==> config.mk <==
export PLATFORM = sky130hd
export DESIGN_NAME = minesweeper_input_ctrl
export DESIGN_NICKNAME = d
export VERILOG_FILES = /design/src/rtl/minesweeper_pkg.sv /design/src/rtl/input_event_fifo.sv /design/src/rtl/minesweeper_input_ctrl.sv
export SDC_FILE = /design/constraint.sdc
export NUM_CORES = 1
export LEC_CHECK = 0
export CAP_MARGIN = 10
export CORE_MARGIN = 4
export CORE_UTILIZATION = 25
export CTS_BUF_LIST = sky130_fd_sc_hd__clkbuf_8 sky130_fd_sc_hd__clkbuf_16
export CTS_CLUSTER_SIZE = 16
export DETAILED_ROUTE_END_ITERATION = 6
export GPL_TIMING_DRIVEN = 0
export PLACE_DENSITY = 0.42
export SLEW_MARGIN = 0
export SYNTH_ARGS = -nofsm -noshare
export SYNTH_HDL_FRONTEND = slang
export SYNTH_SLANG_ARGS = --single-unit
==> constraint.sdc <==
create_clock -name clock -period 5.8 [get_ports clock]
set_clock_uncertainty 0.05 [all_clocks]
set_input_delay 0.58 -clock clock [delete_from_list [all_inputs] [get_ports clock]]
set_output_delay 0.58 -clock clock [all_outputs]
set_load 0.05 [all_outputs]
==> src/rtl/minesweeper_pkg.sv <==
// Shared event codes, FSM encoding and board defaults for the Minesweeper input path.
package minesweeper_pkg;

  localparam int DEF_COLS = 8;
  localparam int DEF_ROWS = 8;

  typedef enum logic [2:0] {
    EV_NONE   = 3'd0,
    EV_UP     = 3'd1,
    EV_DOWN   = 3'd2,
    EV_LEFT   = 3'd3,
    EV_RIGHT  = 3'd4,
    EV_REVEAL = 3'd5,
    EV_CLEAR  = 3'd6
  } event_t;

  typedef enum logic [1:0] {
    ST_IDLE,
    ST_MOVE,
    ST_REVEAL,
    ST_CLEAR
  } state_t;

  // Highest-priority pulse wins: clear > reveal > up > down > left > right.
  function automatic event_t encode_event(input logic up, input logic down,
                                          input logic left, input logic right,
                                          input logic reveal, input logic clear);
    if (clear)       return EV_CLEAR;
    else if (reveal) return EV_REVEAL;
    else if (up)     return EV_UP;
    else if (down)   return EV_DOWN;
    else if (left)   return EV_LEFT;
    else if (right)  return EV_RIGHT;
    else             return EV_NONE;
  endfunction

  function automatic logic [2:0] count_pulses(input logic up, input logic down,
                                              input logic left, input logic right,
                                              input logic reveal, input logic clear);
    return 3'(up) + 3'(down) + 3'(left) + 3'(right) + 3'(reveal) + 3'(clear);
  endfunction

endpackage

==> src/rtl/input_event_fifo.sv <==
// Show-ahead FIFO for encoded key events; flush wins over push in the same cycle.
module input_event_fifo #(
  parameter int DEPTH = 4,
  parameter int W     = 3
) (
  input  logic                     clock,
  input  logic                     resetn,
  input  logic                     push,
  input  logic                     pop,
  input  logic                     flush,
  input  logic [W-1:0]             push_data,
  output logic [W-1:0]             data,
  output logic [$clog2(DEPTH):0]   count,
  output logic                     empty,
  output logic                     full
);

  localparam int AW = $clog2(DEPTH);

  logic [W-1:0]  mem [DEPTH];
  logic [AW-1:0] wr_ptr;
  logic [AW-1:0] rd_ptr;
  logic          do_push;
  logic          do_pop;

  assign empty   = (count == '0);
  assign full    = (count == (AW+1)'(DEPTH));
  assign do_push = push && !full && !flush;
  assign do_pop  = pop && !empty && !flush;
  assign data    = mem[rd_ptr];

  // NOTE: storage is deliberately left out of reset; the pointers and count
  // define what is valid, and a resettable array would cost a mux per bit.
  always_ff @(posedge clock) begin
    if (do_push) mem[wr_ptr] <= push_data;
  end

  // NOTE: sequential state is always written with <= so every reader sees the
  // pre-edge value regardless of block evaluation order.
  always_ff @(posedge clock) begin
    if (!resetn || flush) begin
      wr_ptr <= '0;
      rd_ptr <= '0;
      count  <= '0;
    end else begin
      if (do_push) wr_ptr <= wr_ptr + AW'(1);
      if (do_pop)  rd_ptr <= rd_ptr + AW'(1);
      case ({do_push, do_pop})
        2'b10:   count <= count + (AW+1)'(1);
        2'b01:   count <= count - (AW+1)'(1);
        default: count <= count;
      endcase
    end
  end

endmodule

==> src/rtl/minesweeper_input_ctrl.sv <==
// Serialises PS/2 key pulses into an event FIFO and sequences cursor moves,
// reveal requests and board clears toward the board engine.
module minesweeper_input_ctrl
  import minesweeper_pkg::*;
#(
  parameter int COLS  = DEF_COLS,
  parameter int ROWS  = DEF_ROWS,
  parameter int X_W   = 3,
  parameter int Y_W   = 3,
  parameter int DEPTH = 4,
  parameter int WRAP  = 1
) (
  input  logic           clock,
  input  logic           resetn,
  input  logic           key_up,
  input  logic           key_down,
  input  logic           key_left,
  input  logic           key_right,
  input  logic           key_reveal,
  input  logic           key_clear,
  input  logic           game_over,
  input  logic           reveal_ack,
  input  logic           clear_ack,
  output logic [X_W-1:0] cursor_x,
  output logic [Y_W-1:0] cursor_y,
  output logic           cursor_moved,
  output logic           reveal_req,
  output logic [X_W-1:0] reveal_x,
  output logic [Y_W-1:0] reveal_y,
  output logic           clear_req,
  output logic           busy,
  output logic [7:0]     drop_cnt
);

  localparam int CW = $clog2(DEPTH) + 1;

  state_t         state;
  event_t         cur_ev;
  event_t         new_ev;
  logic [2:0]     n_pulses;
  logic [7:0]     drop_inc;
  logic [8:0]     drop_sum;
  logic           fifo_push;
  logic           fifo_pop;
  logic           fifo_flush;
  logic [2:0]     fifo_data;
  logic [CW-1:0]  fifo_count;
  logic           fifo_empty;
  logic           fifo_full;
  logic [X_W-1:0] next_x;
  logic [Y_W-1:0] next_y;

  assign new_ev   = encode_event(key_up, key_down, key_left, key_right, key_reveal, key_clear);
  assign n_pulses = count_pulses(key_up, key_down, key_left, key_right, key_reveal, key_clear);

  // Losers of the priority encode are dropped, and so is the winner when the
  // FIFO was already full before this edge.
  always_comb begin
    drop_inc = '0;
    if (n_pulses != 3'd0)
      drop_inc = {5'd0, n_pulses - 3'd1} + (fifo_full ? 8'd1 : 8'd0);
  end

  assign drop_sum   = {1'b0, drop_cnt} + {1'b0, drop_inc};
  assign fifo_push  = (new_ev != EV_NONE) && !fifo_full;
  assign fifo_pop   = (state == ST_IDLE) && !fifo_empty;
  assign fifo_flush = (state == ST_CLEAR) && clear_req && clear_ack;
  assign busy       = (state != ST_IDLE) || (fifo_count != '0);

  input_event_fifo #(
    .DEPTH (DEPTH),
    .W     (3)
  ) u_fifo (
    .clock     (clock),
    .resetn    (resetn),
    .push      (fifo_push),
    .pop       (fifo_pop),
    .flush     (fifo_flush),
    .push_data (new_ev),
    .data      (fifo_data),
    .count     (fifo_count),
    .empty     (fifo_empty),
    .full      (fifo_full)
  );

  // NOTE: next_x/next_y get their hold value first so no path through the
  // case leaves them unassigned, which would otherwise infer a latch.
  always_comb begin
    next_x = cursor_x;
    next_y = cursor_y;
    case (cur_ev)
      EV_UP:
        if (cursor_y == '0) next_y = (WRAP != 0) ? Y_W'(ROWS-1) : cursor_y;
        else                next_y = cursor_y - Y_W'(1);
      EV_DOWN:
        if (cursor_y == Y_W'(ROWS-1)) next_y = (WRAP != 0) ? '0 : cursor_y;
        else                          next_y = cursor_y + Y_W'(1);
      EV_LEFT:
        if (cursor_x == '0) next_x = (WRAP != 0) ? X_W'(COLS-1) : cursor_x;
        else                next_x = cursor_x - X_W'(1);
      EV_RIGHT:
        if (cursor_x == X_W'(COLS-1)) next_x = (WRAP != 0) ? '0 : cursor_x;
        else                          next_x = cursor_x + X_W'(1);
      default: ;
    endcase
  end

  always_ff @(posedge clock) begin
    if (!resetn) begin
      state        <= ST_IDLE;
      cur_ev       <= EV_NONE;
      cursor_x     <= '0;
      cursor_y     <= '0;
      cursor_moved <= 1'b0;
      reveal_req   <= 1'b0;
      reveal_x     <= '0;
      reveal_y     <= '0;
      clear_req    <= 1'b0;
      drop_cnt     <= '0;
    end else begin
      cursor_moved <= 1'b0;
      drop_cnt     <= drop_sum[8] ? 8'hFF : drop_sum[7:0];
      case (state)
        ST_IDLE: begin
          if (!fifo_empty) begin
            cur_ev <= event_t'(fifo_data);
            case (event_t'(fifo_data))
              EV_REVEAL: state <= ST_REVEAL;
              EV_CLEAR:  state <= ST_CLEAR;
              EV_NONE:   state <= ST_IDLE;
              default:   state <= ST_MOVE;
            endcase
          end
        end
        ST_MOVE: begin
          if (!game_over) begin
            cursor_x     <= next_x;
            cursor_y     <= next_y;
            cursor_moved <= (next_x != cursor_x) || (next_y != cursor_y);
          end
          state <= ST_IDLE;
        end
        ST_REVEAL: begin
          // First cycle decides: a finished game discards the reveal outright.
          if (!reveal_req) begin
            if (game_over) begin
              state <= ST_IDLE;
            end else begin
              reveal_x   <= cursor_x;
              reveal_y   <= cursor_y;
              reveal_req <= 1'b1;
            end
          end else if (reveal_ack) begin
            reveal_req <= 1'b0;
            state      <= ST_IDLE;
          end
        end
        ST_CLEAR: begin
          if (!clear_req) begin
            clear_req <= 1'b1;
          end else if (clear_ack) begin
            clear_req    <= 1'b0;
            cursor_x     <= '0;
            cursor_y     <= '0;
            cursor_moved <= (cursor_x != '0) || (cursor_y != '0);
            state        <= ST_IDLE;
          end
        end
        default: state <= ST_IDLE;
      endcase
    end
  end

endmodule

==> metrics.txt <==
# TYPE chip_impl_metric gauge
chip_impl_info{name="run_status",value="finished clean"} 1
chip_impl_metric{name="gp_congestion",unit=""} 0.819
chip_impl_metric{name="via_per_inst",unit=""} 4.60
chip_impl_metric{name="gr-usage-met1",unit="%"} 12.8
chip_impl_metric{name="syn-instance-count",unit=""} 307
chip_impl_metric{name="fmaxAchievable",unit="MHz"} 206
chip_impl_metric{name="ctsLongestPathBuffers",unit=""} 2
chip_impl_info{name="yosys-top-cells-count",value="nor2_1 (39), dfxtp_1 (37), ha_1 (22), inv_1 (22), a21oi_1 (18)"} 1
chip_impl_metric{name="initialDrtViolationCount",unit=""} 94
chip_impl_metric{name="cp_slowest_stage_delay",unit="ns"} 0.53
chip_impl_metric{name="final-hold-violation-count",unit=""} 0
chip_impl_metric{name="row_count",unit=""} 39
chip_impl_metric{name="syn_area_cell",unit="sq um"} 9.59
chip_impl_metric{name="report.final.setup_viol",unit=""} 0
chip_impl_metric{name="gr-usage-met3",unit="%"} 2.18
chip_impl_metric{name="report.power.total",unit="mW"} 1.42
chip_impl_metric{name="final_ws_setup",unit="ns"} 0.955
chip_impl_info{name="worstSetupStartpointType",value="input port"} 1
chip_impl_metric{name="fp.coreArea",unit="sq um"} 11500
chip_impl_metric{name="remaining_max_slew_budget_at_the_tightest_pin",unit="%"} 51.0
chip_impl_metric{name="post_synth_num_cell_types",unit=""} 59
chip_impl_info{name="holdCritPathClass",value="register to register"} 1
chip_impl_metric{name="number_of_antenna_cells_inserted",unit=""} 0
chip_impl_metric{name="share_of_the_core_filled_with_cells_in_the_final_layout",unit="%"} 31.5
chip_impl_info{name="cts_root_buffer",value="clkbuf_16"} 1
chip_impl_metric{name="grt_pass1_wl",unit="um"} 11100
chip_impl_metric{name="netlist.area_leader.share",unit="%"} 25.2
chip_impl_info{name="tritoncts",value="built"} 1
chip_impl_metric{name="synthesis.nets",unit=""} 345
chip_impl_metric{name="critical_path_peak_fanout",unit=""} 5
chip_impl_metric{name="grt_util_met2",unit="%"} 17.8
chip_impl_metric{name="syn2layout_area_growth",unit="%"} 22.7
chip_impl_metric{name="placement.io_buffers",unit=""} 34
chip_impl_metric{name="final_antenna_net_count",unit=""} 0
chip_impl_info{name="synth_area_leader_cell",value="dfxtp_1"} 1
chip_impl_metric{name="multi_input_comb_area",unit="sq um"} 1700
chip_impl_metric{name="die_height",unit="um"} 117
chip_impl_metric{name="starting_utilization_of_the_core_area",unit="%"} 25.7
chip_impl_metric{name="firstDrtPassIters",unit=""} 4
chip_impl_metric{name="critPathBufInv",unit=""} 5
chip_impl_metric{name="async_flop_share",unit="%"} 0
chip_impl_metric{name="n_fill_cell",unit=""} 1174
chip_impl_metric{name="postCtsSetupBuffers",unit=""} 0
chip_impl_metric{name="largest_net_degree_at_the_start_of_global_routing",unit=""} 15
chip_impl_metric{name="clk_pin_slew",unit="ns"} 0.07
chip_impl_metric{name="power_leakage",unit="nW"} 1.34
chip_impl_metric{name="cp_data_arrival_time",unit="ns"} 4.97
chip_impl_metric{name="final_net_count",unit=""} 386
chip_impl_metric{name="grt_antenna_before_repair",unit=""} 0
chip_impl_info{name="critical-path-slowest-cell",value="fa_1"} 1
chip_impl_metric{name="die-area",unit="sq um"} 13600
chip_impl_info{name="cp_cell_instances",value="clkdlybuf4s50_1 -> fa_1 -> inv_1 -> fa_1 -> inv_1 -> ha_1 -> inv_1 -> fa_1 -> ha_1 -> inv_1 -> ha_1 -> nor2b_1 -> fa_1 -> a21o_1 -> a21oi_1 -> nor2_1 -> nor3b_1 -> nor3_1"} 1
chip_impl_metric{name="synth_seq_area_share",unit="%"} 37.4
chip_impl_metric{name="worstPathRequired",unit="ns"} 5.92
chip_impl_info{name="synth.area.top_cells",value="dfxtp_1 (25%), edfxtp_1 (12%), ha_1 (9.3%), nor2_1 (5.0%), fa_1 (3.4%)"} 1
chip_impl_metric{name="htree_num_levels",unit=""} 2
chip_impl_metric{name="max_slew_violation_count",unit=""} 0
chip_impl_metric{name="pre_cts_slack",unit="ns"} 0.666
chip_impl_metric{name="power.ir.vdd_worst",unit="uV"} 132
chip_impl_metric{name="drt_drc_violations_left",unit=""} 0
chip_impl_metric{name="timing.final.crit_share",unit="%"} 83.5
chip_impl_metric{name="finalSetupTns",unit="ns"} 0
chip_impl_metric{name="post-route-min-period",unit="ns"} 4.84
chip_impl_metric{name="vias",unit=""} 2264
chip_impl_info{name="crit_path_end_kind",value="register"} 1
chip_impl_info{name="crit_family",value="adder cells"} 1
chip_impl_metric{name="count_of_hold_fix_buffers_inserted_at_cts",unit=""} 0
chip_impl_metric{name="drive_gt1_share",unit="%"} 8.02
chip_impl_metric{name="share_seq_of_total_power",unit="%"} 33.5
chip_impl_info{name="worst-setup-path-type",value="input port to register"} 1
chip_impl_metric{name="design.portCount",unit=""} 35
chip_impl_metric{name="die_width",unit="um"} 117
chip_impl_metric{name="dpl.hpwl",unit="um"} 5170
chip_impl_metric{name="power_per_cell_area",unit="nW/um^2"} 394
chip_impl_info{name="ys.flop_type",value="dfxtp_1"} 1
chip_impl_metric{name="sw_frac_of_total",unit="%"} 39.0
chip_impl_metric{name="cts_num_sinks",unit=""} 49
chip_impl_metric{name="ctsResizeCount",unit=""} 0
chip_impl_info{name="most_used_routing_layer",value="met2"} 1
chip_impl_metric{name="p_comb_share",unit="%"} 45.7
chip_impl_metric{name="drt-wirelength-per-cell",unit="um"} 13.7
chip_impl_metric{name="syn_area",unit="sq um"} 2940
chip_impl_metric{name="cts_made_buffers",unit=""} 5
chip_impl_metric{name="grt_overflow_total",unit=""} 0
chip_impl_metric{name="maxCapViolCount",unit=""} 0
chip_impl_metric{name="grt_pass1_vias",unit=""} 2268
chip_impl_metric{name="synth_enable_flop_cells",unit=""} 12
chip_impl_info{name="most_used_standard_cell_by_instance_count_after_synthesis",value="nor2_1"} 1
chip_impl_metric{name="ys_warn_count",unit=""} 0
chip_impl_metric{name="ff2ff_setup_slack",unit="ns"} 2.67
chip_impl_metric{name="drt-total-wl",unit="um"} 6740
chip_impl_metric{name="groute.usage.overall",unit="%"} 10.5
chip_impl_metric{name="timing_worst_slew_pin_value",unit="ns"} 0.732
chip_impl_metric{name="insertion_delay",unit="ns"} 0.29
chip_impl_metric{name="clock_power_share",unit="%"} 20.7
chip_impl_metric{name="internal_cell_power",unit="mW"} 0.869
chip_impl_metric{name="regArea",unit="sq um"} 1100
chip_impl_metric{name="ys_ff_latch",unit=""} 49
chip_impl_metric{name="netSwitchingPower",unit="mW"} 0.555
chip_impl_info{name="rsz_0062_raised_after_global_routing",value="no"} 1
==> tightest hold or removal path: stages, from the launching register on <==
cell	delay [ns]
dfxtp_1	0.33
mux2i_1	0.07
nor2_1	0.07
==> cells in the final DEF, fill, tap and decap left out, types with 5 or more instances in the layout <==
cell and n:
inv_1 22, and2_1 5, xor2_1 7, xnor2_1 5
a21oi_1 18, dfxtp_1 37, nor3_1 6, nor3b_1 7
nor2_1 39, fa_1 5, o21ai_1 6, edfxtp_1 12
ha_1 22, nand2b_1 7, clkdlybuf4s50_1 34, nand2_1 14
clkbuf_16 5, o21ai_0 8, nor2b_1 5, mux2i_1 8
==> power groups by stage <==
stage               clock, mW  sequential, mW  combinational, mW
floorplan                   0           0.528              0.457
global placement            0           0.487              0.653
detailed placement          0           0.487              0.659
CTS                     0.306           0.479              0.663
global route            0.321           0.489              0.733
finish                  0.295           0.478              0.652
==> per-layer routing <==
| metal | share of wire (%) | vias up |
|---|---|---|
| li1 | - | 1174 |
| met1 | 46 | 1055 |
| met2 | 49 | 26 |
| met3 | 2.6 | 9 |
| met4 | 2.4 | 0 |
| met5 | 0 | - |
==> final cells by class <==
cell class | count | share of cell area (%)
flip-flops and latches | 49 | 30.5
clock inverters | 2 | 0.243
plain buffers | 10 | 1.66
inverters | 23 | 2.39
clock buffers | 6 | 3.85
multi-input cells | 225 | 47.0
well taps | 143 | 4.95
repair buffers | 34 | 9.42
==> state kept, by name, summed over array words and instances (netlist names), named ones only <==
register       cells
drop_cnt           8
u_fifo.rd_ptr      2
reveal_y           3
cursor_moved       1
cursor_x           3
cur_ev             3
reveal_x           3
state              2
u_fifo.count       3
u_fifo.wr_ptr      2
cursor_y           3
u_fifo.mem        12
reveal_req         1
clear_req          1
==> kinds of logic after synthesis <==
family,synth area share [%]
adders and majority gates,12.7
xor gates and xnor gates,3.57
muxes,6.16
AOI/OAI and AO/OA,14.7
DFF,37.4
and+or+nand+nor,20.4
buffers and inverters,4.97
==> worst paths after layout <==
path	from	endpoint	depth (start not counted)
min reg2reg	reveal_x[1]	reveal_x[1]	2
max reg2reg	u_fifo.count[2]	drop_cnt[5]	10
max	key_down	drop_cnt[5]	18
min	reveal_x[1]	reveal_x[1]	2
==> metrics by stage <==
stage	hold WS, ns	instances	area [sq um]
floorplan	0.416	307	2940
global placement	0.439	484	3460
detailed placement	0.444	484	3460
CTS	0.460	492	3610
global route	0.514	492	3610
finish	0.452	492	3610
(Power assumes the default switching activity.)
